===== config.mk =====
export PLATFORM = sky130hd
export DESIGN_NAME = clocking_skew_if_flat
export DESIGN_NICKNAME = d
export VERILOG_FILES = /design/src/rtl/clocking_skew_if_if.sv /design/src/rtl/clocking_skew_if.sv /design/src/flat_wrapper.sv
export SDC_FILE = /design/constraint.sdc
export NUM_CORES = 1
export LEC_CHECK = 0
export CAP_MARGIN = 20
export CORE_UTILIZATION = 28
export DETAILED_ROUTE_END_ITERATION = 7
export GPL_TIMING_DRIVEN = 0
export PLACE_DENSITY = 0.79
export RECOVER_POWER = 100
export SETUP_SLACK_MARGIN = 0.02
export SKIP_LAST_GASP = 1
export SLEW_MARGIN = 20
export SYNTH_ARGS = -nofsm -noshare
export SYNTH_HDL_FRONTEND = slang
export SYNTH_SLANG_ARGS = --single-unit

===== constraint.sdc =====
create_clock -name clk -period 0.8 [get_ports clk]
set_input_delay 0.16 -clock clk [delete_from_list [all_inputs] [get_ports clk]]
set_output_delay 0.16 -clock clk [all_outputs]
set_load 0.01 [all_outputs]

===== src/rtl/clocking_skew_if_if.sv =====
// Bus bundle for clocking_skew_if: sampled input bus plus prioritized drive strobes.
// collision_cnt exists only when CB_COLLISION_CNT_EN is defined.
interface clocking_skew_if_if #(
  parameter int WIDTH = 8
);
  logic [WIDTH-1:0] sig1_input;
  logic [WIDTH-1:0] cb_sig1_input;
  logic             drv0_valid;
  logic [WIDTH-1:0] drv0_data;
  logic             drv1_valid;
  logic [WIDTH-1:0] drv1_data;
  logic [WIDTH-1:0] sig2_output;
`ifdef CB_COLLISION_CNT_EN
  logic [7:0]       collision_cnt;

  modport master (
    output sig1_input, drv0_valid, drv0_data, drv1_valid, drv1_data,
    input  cb_sig1_input, sig2_output, collision_cnt
  );
  modport slave (
    input  sig1_input, drv0_valid, drv0_data, drv1_valid, drv1_data,
    output cb_sig1_input, sig2_output, collision_cnt
  );
`else
  modport master (
    output sig1_input, drv0_valid, drv0_data, drv1_valid, drv1_data,
    input  cb_sig1_input, sig2_output
  );
  modport slave (
    input  sig1_input, drv0_valid, drv0_data, drv1_valid, drv1_data,
    output cb_sig1_input, sig2_output
  );
`endif
endinterface


===== src/rtl/clocking_skew_if.sv =====
// Clocked signal boundary: IN_STAGES-deep input sampling, drive visible OUT_STAGES-1 edges after acceptance.
// No backpressure; every valid drive is accepted, drv1 beats drv0. CB_COLLISION_CNT_EN adds a saturating collision counter.
module clocking_skew_if #(
  parameter int WIDTH      = 8,
  parameter int IN_STAGES  = 1,
  parameter int OUT_STAGES = 1
) (
  input logic             clk,
  input logic             rst_n,
  clocking_skew_if_if.slave bus
);

  logic [WIDTH-1:0] in_q [IN_STAGES];

  always_ff @(posedge clk or negedge rst_n) begin
    if (!rst_n) begin
      for (int i = 0; i < IN_STAGES; i++) in_q[i] <= '0;
    end else begin
      in_q[0] <= bus.sig1_input;
      for (int i = 1; i < IN_STAGES; i++) in_q[i] <= in_q[i-1];
    end
  end

  assign bus.cb_sig1_input = in_q[IN_STAGES-1];

  logic             sel_vld;
  logic [WIDTH-1:0] sel_dat;
  logic             fin_vld;
  logic [WIDTH-1:0] fin_dat;

  always_comb begin
    sel_vld = 1'b0;
    sel_dat = '0;
    if (bus.drv1_valid) begin
      sel_vld = 1'b1;
      sel_dat = bus.drv1_data;
    end else if (bus.drv0_valid) begin
      sel_vld = 1'b1;
      sel_dat = bus.drv0_data;
    end
  end

  // The output register itself is the last stage, so only OUT_STAGES-1 flops sit in front of it.
  generate
    if (OUT_STAGES == 1) begin : g_direct
      assign fin_vld = sel_vld;
      assign fin_dat = sel_dat;
    end else begin : g_pipe
      logic [OUT_STAGES-2:0] pv;
      logic [WIDTH-1:0]      pd [OUT_STAGES-1];

      always_ff @(posedge clk or negedge rst_n) begin
        if (!rst_n) begin
          pv <= '0;
          for (int i = 0; i < OUT_STAGES-1; i++) pd[i] <= '0;
        end else begin
          pv[0] <= sel_vld;
          pd[0] <= sel_dat;
          for (int i = 1; i < OUT_STAGES-1; i++) begin
            pv[i] <= pv[i-1];
            pd[i] <= pd[i-1];
          end
        end
      end

      assign fin_vld = pv[OUT_STAGES-2];
      assign fin_dat = pd[OUT_STAGES-2];
    end
  endgenerate

  logic [WIDTH-1:0] sig2_q;

  always_ff @(posedge clk or negedge rst_n) begin
    if (!rst_n) begin
      sig2_q <= '0;
    end else if (fin_vld) begin
      sig2_q <= fin_dat;
    end
  end

  assign bus.sig2_output = sig2_q;

`ifdef CB_COLLISION_CNT_EN
  logic [7:0] coll_q;

  always_ff @(posedge clk or negedge rst_n) begin
    if (!rst_n) begin
      coll_q <= 8'h00;
    end else if (bus.drv0_valid && bus.drv1_valid && coll_q != 8'hFF) begin
      coll_q <= coll_q + 8'h01;
    end
  end

  assign bus.collision_cnt = coll_q;
`endif

endmodule


===== src/flat_wrapper.sv =====
// flat-port wrapper written by rule: the top's interface ports become plain ports
module clocking_skew_if_flat 
#(
  parameter int WIDTH      = 8,
  parameter int IN_STAGES  = 1,
  parameter int OUT_STAGES = 1
)
  (clk, rst_n, bus_sig1_input, bus_drv0_valid, bus_drv0_data, bus_drv1_valid, bus_drv1_data, bus_cb_sig1_input, bus_sig2_output);
  clocking_skew_if_if #(.WIDTH(WIDTH)) bus_i ();
  input logic clk;
  input logic rst_n;
  input wire logic [$bits(bus_i.sig1_input)-1:0] bus_sig1_input;
  input wire logic [$bits(bus_i.drv0_valid)-1:0] bus_drv0_valid;
  input wire logic [$bits(bus_i.drv0_data)-1:0] bus_drv0_data;
  input wire logic [$bits(bus_i.drv1_valid)-1:0] bus_drv1_valid;
  input wire logic [$bits(bus_i.drv1_data)-1:0] bus_drv1_data;
  output wire logic [$bits(bus_i.cb_sig1_input)-1:0] bus_cb_sig1_input;
  output wire logic [$bits(bus_i.sig2_output)-1:0] bus_sig2_output;
  assign bus_i.sig1_input = bus_sig1_input;
  assign bus_i.drv0_valid = bus_drv0_valid;
  assign bus_i.drv0_data = bus_drv0_data;
  assign bus_i.drv1_valid = bus_drv1_valid;
  assign bus_i.drv1_data = bus_drv1_data;
  assign bus_cb_sig1_input = bus_i.cb_sig1_input;
  assign bus_sig2_output = bus_i.sig2_output;
  clocking_skew_if #(.WIDTH(WIDTH), .IN_STAGES(IN_STAGES), .OUT_STAGES(OUT_STAGES)) u_core (.clk(clk), .rst_n(rst_n), .bus(bus_i));
endmodule

==> results of run 1 <==
[final cells by class]
cell class,instances,area (um^2)
fillers,188,932.1
plain buffers,2,22.52
flip-flops and latches,16,400.4
multi-input cells,24,150.1
repair buffers,44,366.6
clock buffers,4,36.28
well taps,27,33.78
[per-stage QoR]
step | util | cells | hold slack, ps | setup slack, ps | TNS (ps)
floorplan | - | 42 | -135.6 | 103.8 | 0
finish | 0.5200 | 117 | -62.96 | -171.7 | -2408
global placement | 0.5290 | 111 | 523.4 | -384.6 | -10730
CTS | 0.5097 | 116 | 229.1 | -189.4 | -2740
detailed placement | 0.5290 | 111 | 534.8 | -375.1 | -11180
global route | 0.5200 | 117 | -6.319 | -203.4 | -3075
[layout by cell type, fill, tap and decap left out, types with 2 or more instances in the layout]
master and n:
dlygate4sd3_1 8, buf_4 2, buf_6 5, o21ai_1 3, o21ai_0 5, dfrtp_1 16
clkdlybuf4s50_1 16, clkbuf_4 3, mux2i_1 8, nand2_1 8, buf_2 13
[where the power goes]
group / internal (mW) / switching, mW
Combinational: 0.203 / 0.127
Sequential: 0.866 / 0.0244
Clock: 0.277 / 0.236
Total: 1.35 / 0.388
[layer usage]
| layer | share of wire | wire (um) | up-vias | GRT usage |
|---|---|---|---|---|
| met2 | 0.50 | 644 | 32 | 0.2137 |
| met1 | 0.39 | 499 | 233 | 0.1304 |
| li1 | - | - | 235 | - |
| met3 | 0.11 | 146 | 0 | 0.03846 |
| met5 | 0 | 0 | - | 0 |
| met4 | 0 | 0 | 0 | 0.06857 |
[cell families (layout without fill, tap and decap cells)]
logic type,count (synthesis),count (layout)
compound gates,8,8
mux,8,8
buf+inv,2,50
simple gates,8,8
flops,16,16
[path summary, 6_finish.rpt]
| kind | slack [ps] | cells after the start | to | startpoint |
|---|---|---|---|---|
| max | -170 | 1 | bus_sig2_output[4] | u_core.bus.sig2_output[4] |
| min | -60 | 1 | u_core.bus.sig2_output[2] | rst_n |
| max reg2reg | -30 | 3 | u_core.bus.sig2_output[4] | u_core.bus.sig2_output[4] |
| min reg2reg | 580 | 2 | u_core.bus.sig2_output[6] | u_core.bus.sig2_output[6] |
| max in group asynchronous | 360 | 1 | u_core.bus.cb_sig1_input[6] | rst_n |
| min in group clk | 260 | 3 | u_core.bus.sig2_output[7] | bus_drv0_valid |
[registers in the layout (all words and copies together) (netlist names)]
name and cells:
u_core.bus.sig2_output 8, u_core.bus.cb_sig1_input 8
[timing repair]
| item | 4_1_cts | 5_1_grt |
|---|---|---|
| endpoints found under the setup margin | 24 | 33 |
| hold endpoints to repair | 0 | 16 |
| gates resized for setup | 65 | 4 |
| buffers inserted | 1 | 1 |
==> flow_summary.toml, run 1 <==
[status]
status = "finished, violations left"
violations = "hold timing, setup timing"

[yosys]
synthTopCellsByCount = "16 x dfrtp_1, 8 x mux2i_1, 8 x nand2_1, 8 x o21ai_1, 2 x buf_6"
synth_top_area_cell = "dfrtp_1"
synthFlopType = "dfrtp_1"
netlist.area_leader.share = 0.6987
synth_edf_count = 0
ys_seq_elements = 16
yosysSeqAreaShare = 0.6987
netlist_area_um2 = 573.1
syn-num-nets = 70
synth.most_common_cell = "dfrtp_1"
synthSimpleGateAreaFrac = 0.05240
ys_async_sr_fraction = 1.000
synth.avg_cell_area_um2 = 13.64
synth_compound_area_frac = 0.06987
synthXorXnorAreaFrac = 0
yosysWarnings = 0
yosysUniqueCellTypes = 5
synthMuxAreaShare = 0.1397
synth.area.top_cells = "dfrtp_1 70%, mux2i_1 14%, o21ai_1 7.0%"
syn-instance-count = 42
synth_top_family_by_area = "multiplexers"
synth-adder-area-share = 0

[global_routing]
grt_start_max_net_pins = 17
grt_pass1_vias = 461
grt_pass1_wl_um = 1835
antenna_found_initial = 0
grtUsageTotal = 0.1228
grt_overflow = 0

[clock_network]
hold_buffers = 0
clk_path_buf_depth = 2
cts_root_buf = "clkbuf_4"
worstSkewPairLatency_ps = 280
htree_levels = 1
cts_buffers = 3
cts.sinks = 16
path_clk_slew_ps = 90
cts_tree = "built"

[setup_path]
cp-end-kind = "output pin"
criticalPathCategory = "reg2out"
cp_max_fo = 2
critPathTopFamily = "flip-flops"
cp_slowest_stage_delay_ps = 390
required_ps = 640
cp-start-kind = "flop"
crit_chain = "buf_2"
cp.arrival_ps = 810
slowest_stage = "dfrtp_1"
path_buf_inv = 1

[sta]
setup_slack_ps = -171.7
hold_viol_final = 16
worst_pin_slew_ps = 810.4
setup_viol = 18
fmax_ghz = 1.029
fin_crit_ps = 971.7
slew_headroom = 0.4597
rsz0062_at_grt = "true"
fin_hold_ws_ps = -62.96
worst_clock_skew_ps = 0
slew_viol_final = 0
finalCritPeriodShare = 1.215

[routing]
wl_per_cell_um = 11.03
drt_iter0_markers = 0
wirelength_um = 1290
vias_per_cell = 4.274
first_pass_iters = 1
final_antenna_net_count = 0
drc = 0
dr_total_vias = 500

[floorplan]
ioPinCount = 44
core_area_um2 = 1942
die_h_um = 47.24
floorplan.initialDensity = 0.2951
die_area_um2 = 2232
row_count = 16
die_x_um = 47.24

[layout]
design_area_um2 = 1010
antenna_cells = 0
final_layout_size_suffix_gt1_frac = 0.2667
syn2layout_area_growth_pct = 76.20
nets = 119

[placed_design]
place_congestion = 0.6613
portBuffers = 42
placed_area_um2 = 1027

[flow_run]
cap_violations = 0

[power_and_ir_drop]
total_power_mw = 1.733
ir_worst_vdd_mv = 1.338
p_per_area_nw_per_um2 = 1716
p_leak_nw = 0.4811

[min_path]
hp-class = "in2async"
(Power assumes the default switching activity.)
==> run 2, diff against run 1 <==
--- a/config.mk
+++ b/config.mk
@@ -12,7 +12,6 @@
 export PLACE_DENSITY = 0.79
 export RECOVER_POWER = 100
 export SETUP_SLACK_MARGIN = 0.02
-export SKIP_LAST_GASP = 1
 export SLEW_MARGIN = 20
 export SYNTH_ARGS = -nofsm -noshare
 export SYNTH_HDL_FRONTEND = slang
==> run 2 against run 1 <==
Against the previous run:
- global-route usage did not move
- total power about the same
- the run still ends with hold timing, setup timing left
- critical path type unchanged
- sequential share of layout area did not move
- sequential cell count unchanged
==> flow_summary.toml, run 2 (synthesis gave the netlist of run 1 again) <==
[setup_path]
r2r_slack_ps = -30
cp_slowest_stage_delay_ps = 390
criticalPathCategory = "reg2out"
cp-start-kind = "flop"
cp-end-kind = "output pin"
cp.arrival_ps = 810
crit_chain = "buf_2"
reg2reg_from = "u_core.bus.sig2_output[4]"
path_buf_inv = 1
slowest_stage = "dfrtp_1"
worstRegToRegCells = 3
critPathTopFamily = "flip-flops"
cp_max_fo = 2
required_ps = 640
r2r_end = "u_core.bus.sig2_output[4]"

[global_routing]
grt_pass1_wl_um = 1835
grt_start_max_net_pins = 17
grt_overflow = 0
grt_pass1_vias = 461
antenna_found_initial = 0
grtUsageTotal = 0.1228

[flow_run]
cap_violations = 0

[floorplan]
floorplan.initialDensity = 0.2951
core_area_um2 = 1942
die_x_um = 47.24
ioPinCount = 44
row_count = 16
die_h_um = 47.24
die_area_um2 = 2232

[routing]
wl_per_cell_um = 11.03
drt_iter0_markers = 0
vias_per_cell = 4.265
first_pass_iters = 1
final_antenna_net_count = 0
dr_total_vias = 499
wirelength_um = 1290
drc = 0

[power_and_ir_drop]
power.share.combinational = 0.191
power.internal_mw = 1.345
swShare = 0.2237
p_seq_frac = 0.513
clock_power_share = 0.296
p_switching_mw = 0.3878
p_per_area_nw_per_um2 = 1717
p_leak_nw = 0.4811
ir_worst_vdd_mv = 1.338

[clock_network]
worstSkewPairLatency_ps = 280
hold_buffers = 0
cts.sinks = 16
cts_buffers = 3
cts_root_buf = "clkbuf_4"
cts_tree = "built"
path_clk_slew_ps = 90
clk_path_buf_depth = 2
htree_levels = 1

[sta]
finalSetupTns_ps = -2411
fin_hold_ws_ps = -62.49
setup_viol = 18
slew_viol_final = 0
fmax_ghz = 1.029
rsz0062_at_grt = "true"
slew_headroom = 0.4589
hold_viol_final = 16
worst_pin_slew_ps = 811.7
worst_clock_skew_ps = 0
setup_slack_ps = -171.8
fin_crit_ps = 971.8
finalCritPeriodShare = 1.215

[layout]
nets = 119
syn2layout_area_growth_pct = 76.20
antenna_cells = 0
final_layout_size_suffix_gt1_frac = 0.2667
final_cell_mix = "16 x clkdlybuf4s50_1, 16 x dfrtp_1, 13 x buf_2"
post-route-util = 0.5200

[placed_design]
place_congestion = 0.6613
pre_cts_slack_ps = -375.1
portBuffers = 42

[status]
violations = "hold timing, setup timing"
status = "finished, violations left"

[min_path]
hp-class = "in2async"
-- run 2: layout make-up --
type                            instances  area (um^2)
Tap cell                               27        33.78
Timing Repair Buffer                   44        366.6
Fill cell                             188        932.1
Sequential cell                        16        400.4
Clock buffer                            4        36.28
Multi-Input combinational cell         24        150.1
Buffer                                  2        22.52
-- run 2: worst max-delay path by stage --
stage                                    from                   endpoint  slack, ps  depth (start not counted)
CTS                 u_core.bus.sig2_output[3]         bus_sig2_output[3]       -190                          1
global route        u_core.bus.sig2_output[4]         bus_sig2_output[4]       -200                          1
finish              u_core.bus.sig2_output[4]         bus_sig2_output[4]       -170                          1
detailed placement             bus_drv1_valid  u_core.bus.sig2_output[4]       -380                          4
global placement               bus_drv1_valid  u_core.bus.sig2_output[3]       -380                          4
floorplan           u_core.bus.sig2_output[5]  u_core.bus.sig2_output[5]        100                          2
-- run 2: metrics by stage --
step	power [mW]	cell area, um^2	hold slack [ps]	std cells
finish	1.733	1010	-62.49	117
detailed placement	1.289	1027	534.8	111
floorplan	1.012	573.1	-135.6	42
global placement	1.282	1027	523.4	111
global route	1.823	1010	-6.319	117
CTS	1.767	989.7	229.1	116
-- run 2: layer usage --
metal  vias up  share of wire  GRT usage  wire, um
li1        235              -          -         -
met1       232           0.39     0.1304       499
met2        32           0.50     0.2137       644
met3         0           0.11    0.03846       146
met4         0              0    0.06857         0
met5         -              0          0         0
-- run 2: power groups by stage --
stage | registers [mW] | clock network, mW | logic (mW)
floorplan | 0.936 | 0 | 0.0763
global placement | 0.903 | 0 | 0.379
detailed placement | 0.907 | 0 | 0.382
CTS | 0.888 | 0.547 | 0.333
global route | 0.896 | 0.562 | 0.365
finish | 0.890 | 0.513 | 0.331
-- run 2: timing repair --
item                                    in CTS  in global routing
hold endpoints to repair                     0                 16
buffers inserted                             1                  1
cloned                                       0                  0
gates resized for setup                     65                  4
endpoints found under the setup margin      24                 33
pin swaps                                    0                  1
==> run 3, diff against run 2 <==
--- a/config.mk
+++ b/config.mk
@@ -5,6 +5,7 @@
 export SDC_FILE = /design/constraint.sdc
 export NUM_CORES = 1
 export LEC_CHECK = 0
+export ABC_CLOCK_PERIOD_IN_PS = 800
 export CAP_MARGIN = 20
 export CORE_UTILIZATION = 28
 export DETAILED_ROUTE_END_ITERATION = 7
==> results of run 3 <==
Same layout as run 2: the final DEF is identical, and so are final timing and power.
